<file path="src/rtl/divu_hilo_unit_pkg.sv">
// Shared ALU/divider definitions: function codes, HI/LO commit code,
// divider step count and the divider FSM state encoding. The ALU control
// block imports the same package so both ends agree on the function-code bus.
package divu_hilo_unit_pkg;

  localparam int unsigned FUNC_W    = 6;
  localparam int unsigned DATA_W    = 32;
  localparam int unsigned DIV_STEPS = 32;

  typedef logic [FUNC_W-1:0] func_t;

  // Function codes carried on the control bus
  localparam func_t FN_AND    = 6'b100100;
  localparam func_t FN_OR     = 6'b100101;
  localparam func_t FN_ADD    = 6'b100000;
  localparam func_t FN_SUB    = 6'b100010;
  localparam func_t FN_SLT    = 6'b101010;
  localparam func_t FN_SLL    = 6'b000000;
  localparam func_t FN_DIVU   = 6'b011011;
  localparam func_t FN_MFHI   = 6'b010000;
  localparam func_t FN_MFLO   = 6'b010010;
  localparam func_t HILO_OPEN = 6'b111111;

  typedef enum logic [1:0] {
    ST_IDLE = 2'd0,
    ST_BUSY = 2'd1,
    ST_DONE = 2'd2
  } div_state_e;

  // Codes that keep a running divide stepping
  function automatic logic is_step_code(input func_t code);
    return (code == FN_DIVU) || (code == HILO_OPEN);
  endfunction

endpackage

</file>
<file path="src/rtl/divu_hilo_unit_if.sv">
// Function-code control bus between the ALU control block and the divider.
//   Signal  : function code from control
//   dataA   : dividend
//   dataB   : divisor
//   dataOut : HI/LO read-back on MFHI/MFLO, else 0
//   busy    : divide in progress
//   done    : result valid, not yet committed to HI/LO
//   div0    : last started divide had a zero divisor
interface divu_hilo_unit_if #(
  parameter int unsigned WIDTH = 32
);
  import divu_hilo_unit_pkg::*;

  func_t            Signal;
  logic [WIDTH-1:0] dataA;
  logic [WIDTH-1:0] dataB;
  logic [WIDTH-1:0] dataOut;
  logic             busy;
  logic             done;
  logic             div0;

  modport master (
    output Signal, dataA, dataB,
    input  dataOut, busy, done, div0
  );

  modport slave (
    input  Signal, dataA, dataB,
    output dataOut, busy, done, div0
  );

endinterface

</file>
<file path="src/rtl/divu_hilo_unit_step.sv">
// One combinational restoring-divide iteration.
//   rem, quo, divisor : current partial remainder, quotient/dividend shift
//                       register and divisor
//   rem_next, quo_next: values after one shift-and-trial-subtract step
module divu_step #(
  parameter int unsigned WIDTH = 32
) (
  input  logic [WIDTH-1:0] rem,
  input  logic [WIDTH-1:0] quo,
  input  logic [WIDTH-1:0] divisor,
  output logic [WIDTH-1:0] rem_next,
  output logic [WIDTH-1:0] quo_next
);

  logic [WIDTH-1:0] rem_sh;
  logic [WIDTH-1:0] quo_sh;
  logic [WIDTH:0]   trial;

  // Shift the dividend MSB into the remainder, then try subtracting the divisor
  always_comb begin
    {rem_sh, quo_sh} = {rem, quo} << 1;
    trial            = {1'b0, rem_sh} - {1'b0, divisor};
    if (!trial[WIDTH]) begin
      rem_next = trial[WIDTH-1:0];
      quo_next = {quo_sh[WIDTH-1:1], 1'b1};
    end else begin
      rem_next = rem_sh;
      quo_next = quo_sh;
    end
  end

endmodule

</file>
<file path="src/rtl/divu_hilo_unit.sv">
// Divider consumer of the function-code bus. Runs a STEPS-iteration
// unsigned restoring divide on DIVU and commits remainder/quotient into
// HI/LO on the HiLo-open code; serves MFHI/MFLO reads.
//   clk : system clock
//   rst : synchronous active-high reset
//   bus : divu_hilo_unit_if slave (Signal, dataA, dataB in;
//         dataOut, busy, done, div0 out)
module divu_hilo_unit
  import divu_hilo_unit_pkg::*;
#(
  parameter int unsigned WIDTH = 32,
  parameter int unsigned STEPS = 32
) (
  input  logic               clk,
  input  logic               rst,
  divu_hilo_unit_if.slave    bus
);

  localparam int unsigned CNT_W = (STEPS > 1) ? $clog2(STEPS) : 1;

  div_state_e       state_q, state_d;
  logic [WIDTH-1:0] hi_q, hi_d;
  logic [WIDTH-1:0] lo_q, lo_d;
  logic [WIDTH-1:0] rem_q, rem_d;
  logic [WIDTH-1:0] quo_q, quo_d;
  logic [WIDTH-1:0] divisor_q, divisor_d;
  logic [CNT_W-1:0] count_q, count_d;
  logic             pend_q, pend_d;
  logic             div0_q, div0_d;

  logic [WIDTH-1:0] rem_step;
  logic [WIDTH-1:0] quo_step;

  divu_step #(.WIDTH(WIDTH)) u_step (
    .rem      (rem_q),
    .quo      (quo_q),
    .divisor  (divisor_q),
    .rem_next (rem_step),
    .quo_next (quo_step)
  );

  // State and datapath registers
  always_ff @(posedge clk) begin
    if (rst) begin
      state_q   <= ST_IDLE;
      hi_q      <= '0;
      lo_q      <= '0;
      rem_q     <= '0;
      quo_q     <= '0;
      divisor_q <= '0;
      count_q   <= '0;
      pend_q    <= 1'b0;
      div0_q    <= 1'b0;
    end else begin
      state_q   <= state_d;
      hi_q      <= hi_d;
      lo_q      <= lo_d;
      rem_q     <= rem_d;
      quo_q     <= quo_d;
      divisor_q <= divisor_d;
      count_q   <= count_d;
      pend_q    <= pend_d;
      div0_q    <= div0_d;
    end
  end

  // Next-state and datapath update
  always_comb begin
    state_d   = state_q;
    hi_d      = hi_q;
    lo_d      = lo_q;
    rem_d     = rem_q;
    quo_d     = quo_q;
    divisor_d = divisor_q;
    count_d   = count_q;
    pend_d    = pend_q;
    div0_d    = div0_q;

    unique case (state_q)
      ST_IDLE: begin
        if (bus.Signal == FN_DIVU) begin
          divisor_d = bus.dataB;
          quo_d     = bus.dataA;
          rem_d     = '0;
          count_d   = '0;
          div0_d    = (bus.dataB == '0);
          pend_d    = 1'b0;
          state_d   = ST_BUSY;
        end
      end

      ST_BUSY: begin
        if (is_step_code(bus.Signal)) begin
          rem_d   = rem_step;
          quo_d   = quo_step;
          count_d = count_q + CNT_W'(1);
          // OPEN arriving early is remembered and honoured once the result lands
          if (bus.Signal == HILO_OPEN) begin
            pend_d = 1'b1;
          end
          if (count_q == CNT_W'(STEPS - 1)) begin
            state_d = ST_DONE;
          end
        end else begin
          pend_d  = 1'b0;
          state_d = ST_IDLE;
        end
      end

      ST_DONE: begin
        if ((bus.Signal == HILO_OPEN) || pend_q) begin
          hi_d    = rem_q;
          lo_d    = quo_q;
          pend_d  = 1'b0;
          state_d = ST_IDLE;
        end else if (bus.Signal == FN_DIVU) begin
          // A lingering DIVU level must not restart the divide
          state_d = ST_DONE;
        end else begin
          state_d = ST_IDLE;
        end
      end

      default: begin
        state_d = ST_IDLE;
      end
    endcase
  end

  // HI/LO read-back mux
  always_comb begin
    bus.dataOut = '0;
    if (bus.Signal == FN_MFHI) begin
      bus.dataOut = hi_q;
    end else if (bus.Signal == FN_MFLO) begin
      bus.dataOut = lo_q;
    end
  end

  assign bus.busy = (state_q == ST_BUSY);
  assign bus.done = (state_q == ST_DONE);
  assign bus.div0 = div0_q;

endmodule

</file>
<file path="src/flat_wrapper.sv">
// flat-port wrapper written by rule: the top's interface ports become plain ports
module divu_hilo_unit_flat import divu_hilo_unit_pkg::*;
#(
  parameter int unsigned WIDTH = 32,
  parameter int unsigned STEPS = 32
)
  (clk, rst, bus_Signal, bus_dataA, bus_dataB, bus_dataOut, bus_busy, bus_done, bus_div0);
  divu_hilo_unit_if #(.WIDTH(WIDTH)) bus_i ();
  input  logic clk;
  input  logic rst;
  input wire logic [$bits(bus_i.Signal)-1:0] bus_Signal;
  input wire logic [$bits(bus_i.dataA)-1:0] bus_dataA;
  input wire logic [$bits(bus_i.dataB)-1:0] bus_dataB;
  output wire logic [$bits(bus_i.dataOut)-1:0] bus_dataOut;
  output wire logic [$bits(bus_i.busy)-1:0] bus_busy;
  output wire logic [$bits(bus_i.done)-1:0] bus_done;
  output wire logic [$bits(bus_i.div0)-1:0] bus_div0;
  assign bus_i.Signal = bus_Signal;
  assign bus_i.dataA = bus_dataA;
  assign bus_i.dataB = bus_dataB;
  assign bus_dataOut = bus_i.dataOut;
  assign bus_busy = bus_i.busy;
  assign bus_done = bus_i.done;
  assign bus_div0 = bus_i.div0;
  divu_hilo_unit #(.WIDTH(WIDTH), .STEPS(STEPS)) u_core (.clk(clk), .rst(rst), .bus(bus_i));
endmodule
</file>
<file path="config.mk">
export PLATFORM = sky130hd
export DESIGN_NAME = divu_hilo_unit_flat
export DESIGN_NICKNAME = d
export VERILOG_FILES = /design/src/rtl/divu_hilo_unit_pkg.sv /design/src/rtl/divu_hilo_unit_if.sv /design/src/rtl/divu_hilo_unit_step.sv /design/src/rtl/divu_hilo_unit.sv /design/src/flat_wrapper.sv
export SDC_FILE = /design/constraint.sdc
export NUM_CORES = 1
export LEC_CHECK = 0
export ABC_AREA = 1
export CELL_PAD_IN_SITES_DETAIL_PLACEMENT = 0
export CELL_PAD_IN_SITES_GLOBAL_PLACEMENT = 1
export CORE_MARGIN = 1.5
export CORE_UTILIZATION = 40
export DETAILED_ROUTE_END_ITERATION = 8
export PLACE_DENSITY_LB_ADDON = 0.1
export SLEW_MARGIN = 20
export SYNTH_ARGS = -nofsm -noshare
export SYNTH_HDL_FRONTEND = slang
export SYNTH_SLANG_ARGS = --single-unit
</file>
<file path="constraint.sdc">
create_clock -name clk -period 2.55 [get_ports clk]
set_input_delay 0.51 -clock clk [delete_from_list [all_inputs] [get_ports clk]]
set_output_delay 0.51 -clock clk [all_outputs]
set_load 0.005 [all_outputs]
</file>
==> out/metrics.cfg, run 1 <==
[status]
status=finished, violations left
violations=negative setup slack

[drt]
vias_per_cell=4.85
drt-initial-drc-count=551
antenna_left=0
wl_mm=29.0
drc_errors=0
via_count=9533
first_pass_iters=5
drt-wirelength-per-cell_um=14.8

[synthesis]
yosysMostFrequentCell=nand2_1
synth_top_area_share_pct=34.1
ys_ff_latch=169
yosys.area.top_type=dfxtp_1
synth.distinct_cells=37
synth_area_mm2=0.00994
synth_edf_count=0
synthTopCellsByCount=353 x nand2_1, 279 x inv_1, 178 x a21oi_1
synthCells=1534
async_flop_share_pct=0
yosys_warnings=0
synth.avg_cell_area_um2=6.48
synthFlopType=dfxtp_1
seq_area_frac_synth_pct=34.1
ys_top_cells_by_area=dfxtp_1 34%, nand2_1 13%, inv_1 11%
synth_nets=1641

[global_route]
track_usage_pct=22.9
grt_max_degree=51
grt_first_pass_wirelength_mm=46.9
grt_overflow=0
antenna_found_initial=0
grt_pass1_vias=9168

[timing]
period_needed_ns=2.74
period_share_pct=107
worst_pin_slew_ns=0.476
skew_ns=0.0118
rsz0062_at_grt=true
worst_slack_ns=-0.187
fmax_mhz=365
hold_viol=0
hold_ws_ns=0.454
drv_slew=0
slew_headroom_pct=68.3
finalSetupViolations=32

[worst_setup_path]
path_max_fanout=18
crit_type=input pin to output port
cp-end-kind=output port
cpMaxStageDelayCell=clkdlybuf4s50_1
path_cells=clkdlybuf4s50_1, nor2_1, nand4_1, buf_4, o22ai_1, clkdlybuf4s50_1
cp-start-kind=input pin
cp.arrival_ns=2.23
crit_top_cell=clkdlybuf4s50_1
slowest_delay_ns=0.53
worstPathRequired_ns=2.04

[finish]
nets=1734
multi_input_area_mm2=0.00510
diodes=0
syn2layout_area_growth_pct=21.6
drive_above_1_share_pct=7.62
fill_cells=2510
seq_area_mm2=0.00338

[floorplanning]
fp.dieH_um=161
io_pins=107
die_area_mm2=0.0258
core-area_mm2=0.0243
start_util_pct=40.9
die_w_um=161
rows=57

[clock_network]
post_cts_buffers=0
root_buffer=clkbuf_16
cts_tree=done
clk_latency_ns=0.43
cts_buffer_depth=2
cts_buffers=17
cts.reportedPaths.clkPinSlew_ns=0.07
cts_resized=0
cts_htree_levels=4
ctsHoldBuffers=0
clock_sinks=169

[worst_hold_path]
min_path_type=flip-flop to flip-flop

[place]
portBuffers=106
post-place-ws_ns=-0.170
gp_congestion=0.876
dp_hpwl_mm=22.3

[pwr]
power_density_mw_per_mm2=506
total_power_mw=6.12
vdd_ir_drop_max_mv=0.341
p_leak_nw=5.24

[flow_run]
drv_cap=0

[registers in the layout, summed over array words and instances, names as in the netlist]
signal            flops
u_core.divisor_q     32
u_core.hi_q          32
u_core.lo_q          32
u_core.quo_q         32
u_core.rem_q         32
u_core.count_q        5
u_core.state_q        2
u_core.bus.div0       1
u_core.pend_q         1
[worst max-delay path, delay by kind of cell]
| family | cells | cell delay [ns] |
|---|---|---|
| AOI/OAI and AO/OA | 1 | 0.21 |
| buffers and inverters | 3 | 1.20 |
| and+or+nand+nor | 2 | 0.30 |
[layer usage]
metal	up-vias	wire [µm]	global-route usage (%)
li1	5071	-	-
met2	166	13500	38.9
met1	4262	14100	30.1
met3	34	811	3.07
met5	-	0	0
met4	0	580	6.75
[final timing paths]
path,endpoint,slack (ns),start,depth (start not counted)
max,bus_dataOut[31],-0.19,bus_Signal[3],6
min,u_core.hi_q[2]$_SDFFE_PP0P_,0.45,u_core.hi_q[2]$_SDFFE_PP0P_,2
max reg2reg,u_core.rem_q[28]$_SDFFE_PP0P_,0.13,u_core.quo_q[31]$_SDFFE_PP0P_,14
min reg2reg,u_core.hi_q[2]$_SDFFE_PP0P_,0.45,u_core.hi_q[2]$_SDFFE_PP0P_,2
[metrics by stage]
stage                     TNS [ns]  utilization (%)  instance area [µm²]  std cells
after floorplan                  0                -                 9940       1534
after global placement       -2.97             47.2                11500       1932
after detailed placement     -4.11             47.2                11500       1932
after CTS                    -4.30             49.6                12100       1964
after global routing         -7.80             49.7                12100       1964
final                        -4.41             49.7                12100       1964
[power by group]
part           leakage [nW]  switching [mW]  internal (mW)  total [mW]
Clock                 0.278            1.24           1.31        2.55
Sequential             1.36         0.00388           2.65        2.66
Combinational          3.60           0.541          0.370       0.911
[cell usage in the layout, fill, tap and decap left out, drive strengths merged]
master,netlist,layout
nand2,369,369
and2,2,2
ha,34,34
nor3,11,11
nand4,9,9
o211ai,1,1
o21bai,1,1
nand3,69,69
xnor2,10,10
clkbuf,45,18
o21ai,161,161
inv,291,294
o22ai,32,32
nand3b,31,31
nor2,60,60
a211oi,1,1
a31oi,2,2
clkinvlp,0,2
a21oi,187,187
xor2,5,5
clkdlybuf4s50,0,106
buf,29,42
dfxtp,169,169
nor4,8,8
fa,1,1
clkinv,6,15
[cells by family (layout without fill, tap and decap cells)]
kind of cell | count (synthesis) | after routing | synth area share, %
XOR/XNOR | 15 | 15 | 1.32
AO/OA/AOI/OAI | 385 | 385 | 20.3
adder cells (fa/ha/maj) | 35 | 35 | 4.48
buffers and inverters | 371 | 477 | 14.8
flip-flops | 169 | 169 | 34.1
AND/OR/NAND/NOR | 559 | 559 | 25.0
[final cells by class]
type / instances / share of cell area [%]
clock buffer: 18 / 3.55
clock inverter: 14 / 1.28
inverter: 297 / 9.24
multi-input combinational: 994 / 42.2
sequential: 169 / 28.0
tap: 324 / 3.36
timing repair buffer: 148 / 12.4
No activity file was read; power rests on OpenSTA's default activity.
==> run 2, diff against run 1 <==
Settings changed: CORE_MARGIN 1.5 to 2, SKIP_LAST_GASP set to 1.
==> run 2 against run 1 <==
Die area rose by 1.2%. Critical endpoint is now bus_dataOut[9]. Critical path depth rose by 1. Utilization is 0.31 points lower. Total power down 1.5%. The flow still finishes with violations (negative setup slack). Clock power decreased by 2%. Sequential power is essentially flat. Register-to-register slack better by 0.03 ns. Cell count fell by 0.31%. Largest cell class unchanged.
==> out/metrics.cfg, run 2 (synthesis results as in run 1) <==
[drt]
wl_mm=28.8  ; was 29.0 mm
antenna_left=0  ; unchanged
first_pass_iters=5  ; unchanged
drt-wirelength-per-cell_um=14.7  ; was 14.8 µm
dr_wl_met2_mm=13.6  ; was 13.5 mm
via_count=9482  ; was 9533
drc_errors=0  ; unchanged
met1_length_mm=13.6  ; was 14.1 mm
vias_per_cell=4.84  ; was 4.85
drt-initial-drc-count=636  ; was 551
routed.top_layer=met4  ; unchanged
dr_wl_met3_mm=1.15  ; was 811 µm

[clock_network]
cts.reportedPaths.clkPinSlew_ns=0.07  ; about the same
cts_htree_levels=4  ; unchanged
root_buffer=clkbuf_16  ; unchanged
cts_tree=done  ; unchanged
cts_buffer_depth=2  ; unchanged
clock_sinks=169  ; unchanged
clk_latency_ns=0.43  ; about the same
cts_buffers=17  ; unchanged
ctsHoldBuffers=0  ; unchanged

[pwr]
vdd_ir_drop_max_mv=0.452  ; was 0.341 mV
p_leak_nw=5.18  ; was 5.24 nW
power_density_mw_per_mm2=502  ; was 506 mW/mm²

[timing]
worst_pin_slew_ns=0.460  ; was 0.476 ns
worst_slack_ns=-0.180  ; was -0.187 ns
drv_slew=0  ; unchanged
hold_viol=0  ; unchanged
setup_tns_ns=-4.14  ; was -4.41 ns
period_needed_ns=2.73  ; was 2.74 ns
period_share_pct=107  ; about the same
skew_ns=0.0110  ; was 0.0118 ns
fmax_mhz=366  ; was 365 MHz
slew_headroom_pct=69.1  ; was 68.3%
finalSetupViolations=32  ; unchanged
rsz0062_at_grt=true  ; unchanged

[worst_setup_path]
path_max_fanout=18  ; unchanged
cp_top_family=buffers and inverters  ; unchanged
slowest_delay_ns=0.53  ; about the same
cp-end-kind=output port  ; unchanged
timing.rr.end=u_core.rem_q[26]$_SDFFE_PP0P_  ; was u_core.rem_q[28]$_SDFFE_PP0P_
cp.arrival_ns=2.22  ; was 2.23 ns
ff2ff_path_depth=17  ; was 14
cpMaxStageDelayCell=clkdlybuf4s50_1  ; unchanged
timing.rr.start=u_core.quo_q[31]$_SDFFE_PP0P_  ; unchanged
worst-path-buf-inv=4  ; was 3
r2r_slack_ns=0.16  ; was 0.13 ns
path_cells=clkdlybuf4s50_1, nand2_1, inv_1, nand4_1, buf_6, o22ai_1, clkdlybuf4s50_1  ; was clkdlybuf4s50_1, nor2_1, nand4_1, buf_4, o22ai_1, clkdlybuf4s50_1
crit_type=input pin to output port  ; unchanged
worstPathRequired_ns=2.04  ; about the same
crit_top_cell=clkdlybuf4s50_1  ; unchanged
cp-start-kind=input pin  ; unchanged

[place]
dp.cells=1926  ; was 1932
portBuffers=106  ; unchanged
placed_cell_area_mm2=0.0114  ; was 0.0115 mm²
gp_congestion=0.875  ; was 0.876
dp_hpwl_mm=22.0  ; was 22.3 mm

[global_route]
track_usage_pct=22.3  ; was 22.9%
antenna_found_initial=0  ; unchanged
grt_first_pass_wirelength_mm=46.3  ; was 46.9 mm
grt_pass1_vias=8874  ; was 9168
grt_overflow=0  ; unchanged
grt_max_degree=85  ; was 51

[floorplanning]
io_pins=107  ; unchanged
core-area_mm2=0.0243  ; unchanged
die_area_mm2=0.0261  ; was 0.0258 mm²
fp.dieH_um=162  ; was 161 µm
rows=57  ; unchanged
die_w_um=162  ; was 161 µm
start_util_pct=40.9  ; unchanged

[finish]
final_common_cell=nand2_1  ; unchanged
drive_above_1_share_pct=7.28  ; was 7.62%
fin_area_mm2=0.0120  ; was 0.0121 mm²
fill_cells=2536  ; was 2510
diodes=0  ; unchanged
syn2layout_area_growth_pct=20.8  ; was 21.6%
nets=1728  ; was 1734
stdcell_count=1958  ; was 1964
final_cell_mix=353 x nand2_1, 277 x inv_1, 178 x a21oi_1, 169 x dfxtp_1, 147 x o21ai_0  ; unchanged

[status]
status=finished, violations left  ; unchanged
violations=negative setup slack  ; unchanged

[worst_hold_path]
hold_path_depth=2  ; unchanged
min_path_type=flip-flop to flip-flop  ; unchanged
hold-path-endpoint=u_core.hi_q[2]$_SDFFE_PP0P_  ; unchanged
hold_start=u_core.hi_q[2]$_SDFFE_PP0P_  ; unchanged

[flow_run]
drv_cap=0  ; unchanged

## run 2: cell count changes in the layout (fill, tap and decap cells not counted), sizes merged
cell      delta
inv          +2
clkinvlp     +3
clkinv       -5
buf          -6
## run 2: worst reg2reg max path: stages (launching register included)
cell	delay [ns]
dfxtp_1	0.31
inv_1	0.05
ha_1	0.21
fa_1	0.41
inv_1	0.09
nand2_1	0.05
nand2_1	0.15
nand3_2	0.09
nand2_2	0.11
nand2_2	0.07
nand2_4	0.07
nand2_4	0.08
buf_4	0.26
nand3b_1	0.14
nand2_1	0.06
inv_2	0.05
nand2_2	0.04
a21oi_2	0.10
## run 2: stage by stage
step	worst slack (ns)	hold WS, ns	total power, mW	utilization, %
after global routing	-0.296	0.478	6.30	49.4
after CTS	-0.170	0.457	6.08	49.3
final	-0.180	0.455	6.03	49.4
after floorplan	0.482	0.430	3.29	-
after global placement	-0.111	0.449	3.59	47.0
after detailed placement	-0.163	0.448	3.59	47.0
## run 2: per-layer routing
| metal | vias up | global-route usage, % |
|---|---|---|
| met3 | 32 | 3.24 |
| met1 | 4199 | 30.0 |
| li1 | 5056 | - |
| met2 | 195 | 38.0 |
| met5 | - | 0 |
| met4 | 0 | 4.95 |
## run 2: cell type report
class                   count  area (µm²)  area share [%]
clock inverters            14         134            1.12
repair buffers            142        1440            12.0
well taps                 324         405            3.38
clock buffers              18         429            3.58
inverters                 297        1120            9.30
flip-flops and latches    169        3380            28.2
multi-input cells         994        5100            42.5
## run 2: worst max path at each step
stage	cells after the start	slack, ns	end	start
3_3_place_gp	7	-0.11	bus_dataOut[3]	bus_Signal[4]
3_5_place_dp	7	-0.16	bus_dataOut[9]	bus_Signal[4]
5_1_grt	8	-0.30	bus_dataOut[3]	bus_Signal[5]
2_1_floorplan	16	0.48	u_core.rem_q[26]$_SDFFE_PP0P_	u_core.quo_q[31]$_SDFFE_PP0P_
6_report	7	-0.18	bus_dataOut[9]	bus_Signal[4]
4_1_cts	7	-0.17	bus_dataOut[9]	bus_Signal[4]
## run 2: power breakdown
group	total, mW	internal, mW	switching (mW)	leakage (nW)
sequential	2.66	2.65	0.00385	1.36
clock	2.49	1.29	1.20	0.260
combinational	0.883	0.353	0.530	3.56
total	6.03	4.30	1.73	5.18
## run 2: what timing repair did
item,CTS,global route
resized for setup,0,3
setup buffers,0,0
endpoints found under the setup margin,32,33
pin swaps,0,0
==> run 3, diff against run 2 <==
Settings changed: CTS_CLUSTER_DIAMETER set to 100, DONT_BUFFER_PORTS set to 1, HOLD_SLACK_MARGIN set to 0.1.
==> run 3 against run 2 <==
The run now ends clean. Worst hold slack lost 0.31 ns. Critical path depth grew 8. Die area is the same. Sequential share of layout area grew 2.4 points. Sequential power is essentially flat. Count of clock-buffer cells in the layout shrank 1. Critical path type is now flip-flop to flip-flop. Flip-flop and latch count is the same. Total power shrank 1.2%. Fmax grew 16%. Non-clock buffer count shrank 91.
==> out/metrics.cfg, run 3 (synthesis results as in run 1) <==
[place]
dp.cells=1834  ; was 1926
portBuffers=0  ; was 106
post-place-ws_ns=0.0276  ; was -0.163 ns
gp_congestion=0.876  ; was 0.875
dp_hpwl_mm=22.1  ; was 22.0 mm

[global_route]
grt_first_pass_wirelength_mm=46.9  ; was 46.3 mm
antenna_found_initial=0  ; unchanged
grt_pass1_vias=8769  ; was 8874
track_usage_pct=22.8  ; was 22.3%
grt_max_degree=68  ; was 85
grt_overflow=0  ; unchanged

[worst_setup_path]
path_max_fanout=18  ; unchanged
r2r_slack_ns=0.20  ; was 0.16 ns
cp.arrival_ns=2.72  ; was 2.22 ns
worstPathRequired_ns=2.92  ; was 2.04 ns
crit_type=flip-flop to flip-flop  ; was input pin to output port
cp-end-kind=flip-flop  ; was output port
cp-start-kind=flip-flop  ; was input pin

[clock_network]
ctsHoldBuffers=0  ; unchanged
cts_buffers=17  ; unchanged
clock_sinks=169  ; unchanged
clk_latency_ns=0.44  ; was 0.43 ns
cts_buffer_depth=2  ; unchanged
cts_htree_levels=4  ; unchanged
root_buffer=clkbuf_16  ; unchanged
cts_tree=done  ; unchanged
cts.reportedPaths.clkPinSlew_ns=0.07  ; about the same

[drt]
first_pass_iters=4  ; was 5
wl_mm=29.2  ; was 28.8 mm
vias_per_cell=4.98  ; was 4.84
drt-initial-drc-count=544  ; was 636
drc_errors=0  ; unchanged
antenna_left=0  ; unchanged
via_count=9289  ; was 9482
drt-wirelength-per-cell_um=15.7  ; was 14.7 µm

[finish]
stdcell_count=1867  ; was 1958
final_cell_mix=353 x nand2_1, 277 x inv_1, 178 x a21oi_1, 169 x dfxtp_1, 147 x o21ai_0  ; unchanged
fill_cells=2658  ; was 2536
nets=1638  ; was 1728
syn2layout_area_growth_pct=11.2  ; was 20.8%
final_common_cell=nand2_1  ; unchanged
fin_util_pct=45.4  ; was 49.4%
diodes=0  ; unchanged
drive_above_1_share_pct=8.81  ; was 7.28%

[timing]
rsz0062_at_grt=false  ; was true
hold_viol=0  ; unchanged
worst_pin_slew_ns=0.758  ; was 0.460 ns
drv_slew=0  ; unchanged
worst_slack_ns=0.203  ; was -0.180 ns
hold_ws_ns=0.140  ; was 0.455 ns
slew_headroom_pct=49.4  ; was 69.1%
fmax_mhz=426  ; was 366 MHz
period_share_pct=92.0  ; was 107%
finalSetupViolations=0  ; was 32
period_needed_ns=2.35  ; was 2.73 ns
setup_tns_ns=0  ; was -4.14 ns
skew_ns=0.0122  ; was 0.0110 ns

[pwr]
p_sw_share_pct=29.5  ; was 28.7%
vdd_ir_drop_max_mv=0.512  ; was 0.452 mV
switchingPower_mw=1.76  ; was 1.73 mW
power_density_mw_per_mm2=539  ; was 502 mW/mm²
combPwrFrac_pct=12.2  ; was 14.7%
clock_power_share_pct=43.2  ; was 41.3%
seqPwrFrac_pct=44.6  ; was 44.1%
p_leak_nw=4.89  ; was 5.18 nW
internal_power_mw=4.20  ; was 4.30 mW

[floorplanning]
start_util_pct=40.9  ; unchanged
die_area_mm2=0.0261  ; unchanged
rows=57  ; unchanged
fp.dieH_um=162  ; unchanged
die_w_um=162  ; unchanged
io_pins=107  ; unchanged
core-area_mm2=0.0243  ; unchanged

[worst_hold_path]
min_path_type=input pin to flip-flop  ; was flip-flop to flip-flop

[flow_run]
drv_cap=0  ; unchanged

[status]
status=finished, final reports clean  ; was finished, violations left

[run 3: cell types whose count changed in the layout (fill, tap and decap cells not counted), moves of 2 or more]
cell	before	now
inv_6	3	1
clkinv_8	1	3
clkdlybuf4s50_1	106	0
buf_4	26	45
buf_12	8	5
clkinvlp_4	5	1
clkinv_4	1	4
[run 3: final cells by class]
cell class	count	area, µm²	area share, %
clock buffers	17	425	3.85
multi-input cells	995	5120	46.3
inverters	297	1120	10.1
flip-flops and latches	169	3380	30.6
well taps	324	405	3.67
repair buffers	51	449	4.06
clock inverters	14	156	1.42
[run 3: power by group through the flow]
stage               Sequential, mW  Clock, mW  Combinational [mW]
detailed placement            2.72          0               0.702
global route                  2.66       2.74               0.833
global placement              2.72          0               0.699
CTS                           2.65       2.64               0.706
floorplan                     2.72          0               0.574
finish                        2.65       2.57               0.729
[run 3: metal layers]
metal	up-vias	global-route usage (%)	routed length (µm)
met5	-	0	0
met4	0	4.14	224
met3	16	3.39	908
met2	138	39.0	14100
met1	4246	30.6	14000
li1	4889	-	-
[run 3: critical path, cell delays in order (launching register included)]
cell and delay, ns:
dfxtp_1 0.31, inv_1 0.07, ha_1 0.21, fa_1 0.41, inv_1 0.11, nand2_1 0.05, nand2_1 0.12, nand3_2 0.08
nand2_2 0.12, nand2_2 0.07, nand2_4 0.09, nand2_8 0.12, buf_6 0.20, nand3b_1 0.10, nand3_1 0.08, a21oi_1 0.13
[run 3: final timing paths]
| check | from | cells past startpoint | end |
|---|---|---|---|
| worst max-delay path | u_core.quo_q[31]$_SDFFE_PP0P_ | 15 | u_core.rem_q[12]$_SDFFE_PP0P_ |
| worst min-delay path | rst | 1 | u_core.rem_q[4]$_SDFFE_PP0P_ |
| worst max register to register | u_core.quo_q[31]$_SDFFE_PP0P_ | 15 | u_core.rem_q[12]$_SDFFE_PP0P_ |
| worst min register to register | u_core.hi_q[10]$_SDFFE_PP0P_ | 2 | u_core.hi_q[10]$_SDFFE_PP0P_ |
[run 3: timing repair]
item                       in CTS  in global routing
resized for setup               0                  3
setup endpoints to repair       0                 33
setup buffers                   0                  1
[run 3: per-stage QoR]
| step | power, mW | instance area (µm²) |
|---|---|---|
| finish | 5.95 | 11100 |
| CTS | 6.00 | 11000 |
| floorplan | 3.29 | 9940 |
| global placement | 3.42 | 10400 |
| detailed placement | 3.42 | 10400 |
| global route | 6.23 | 11100 |
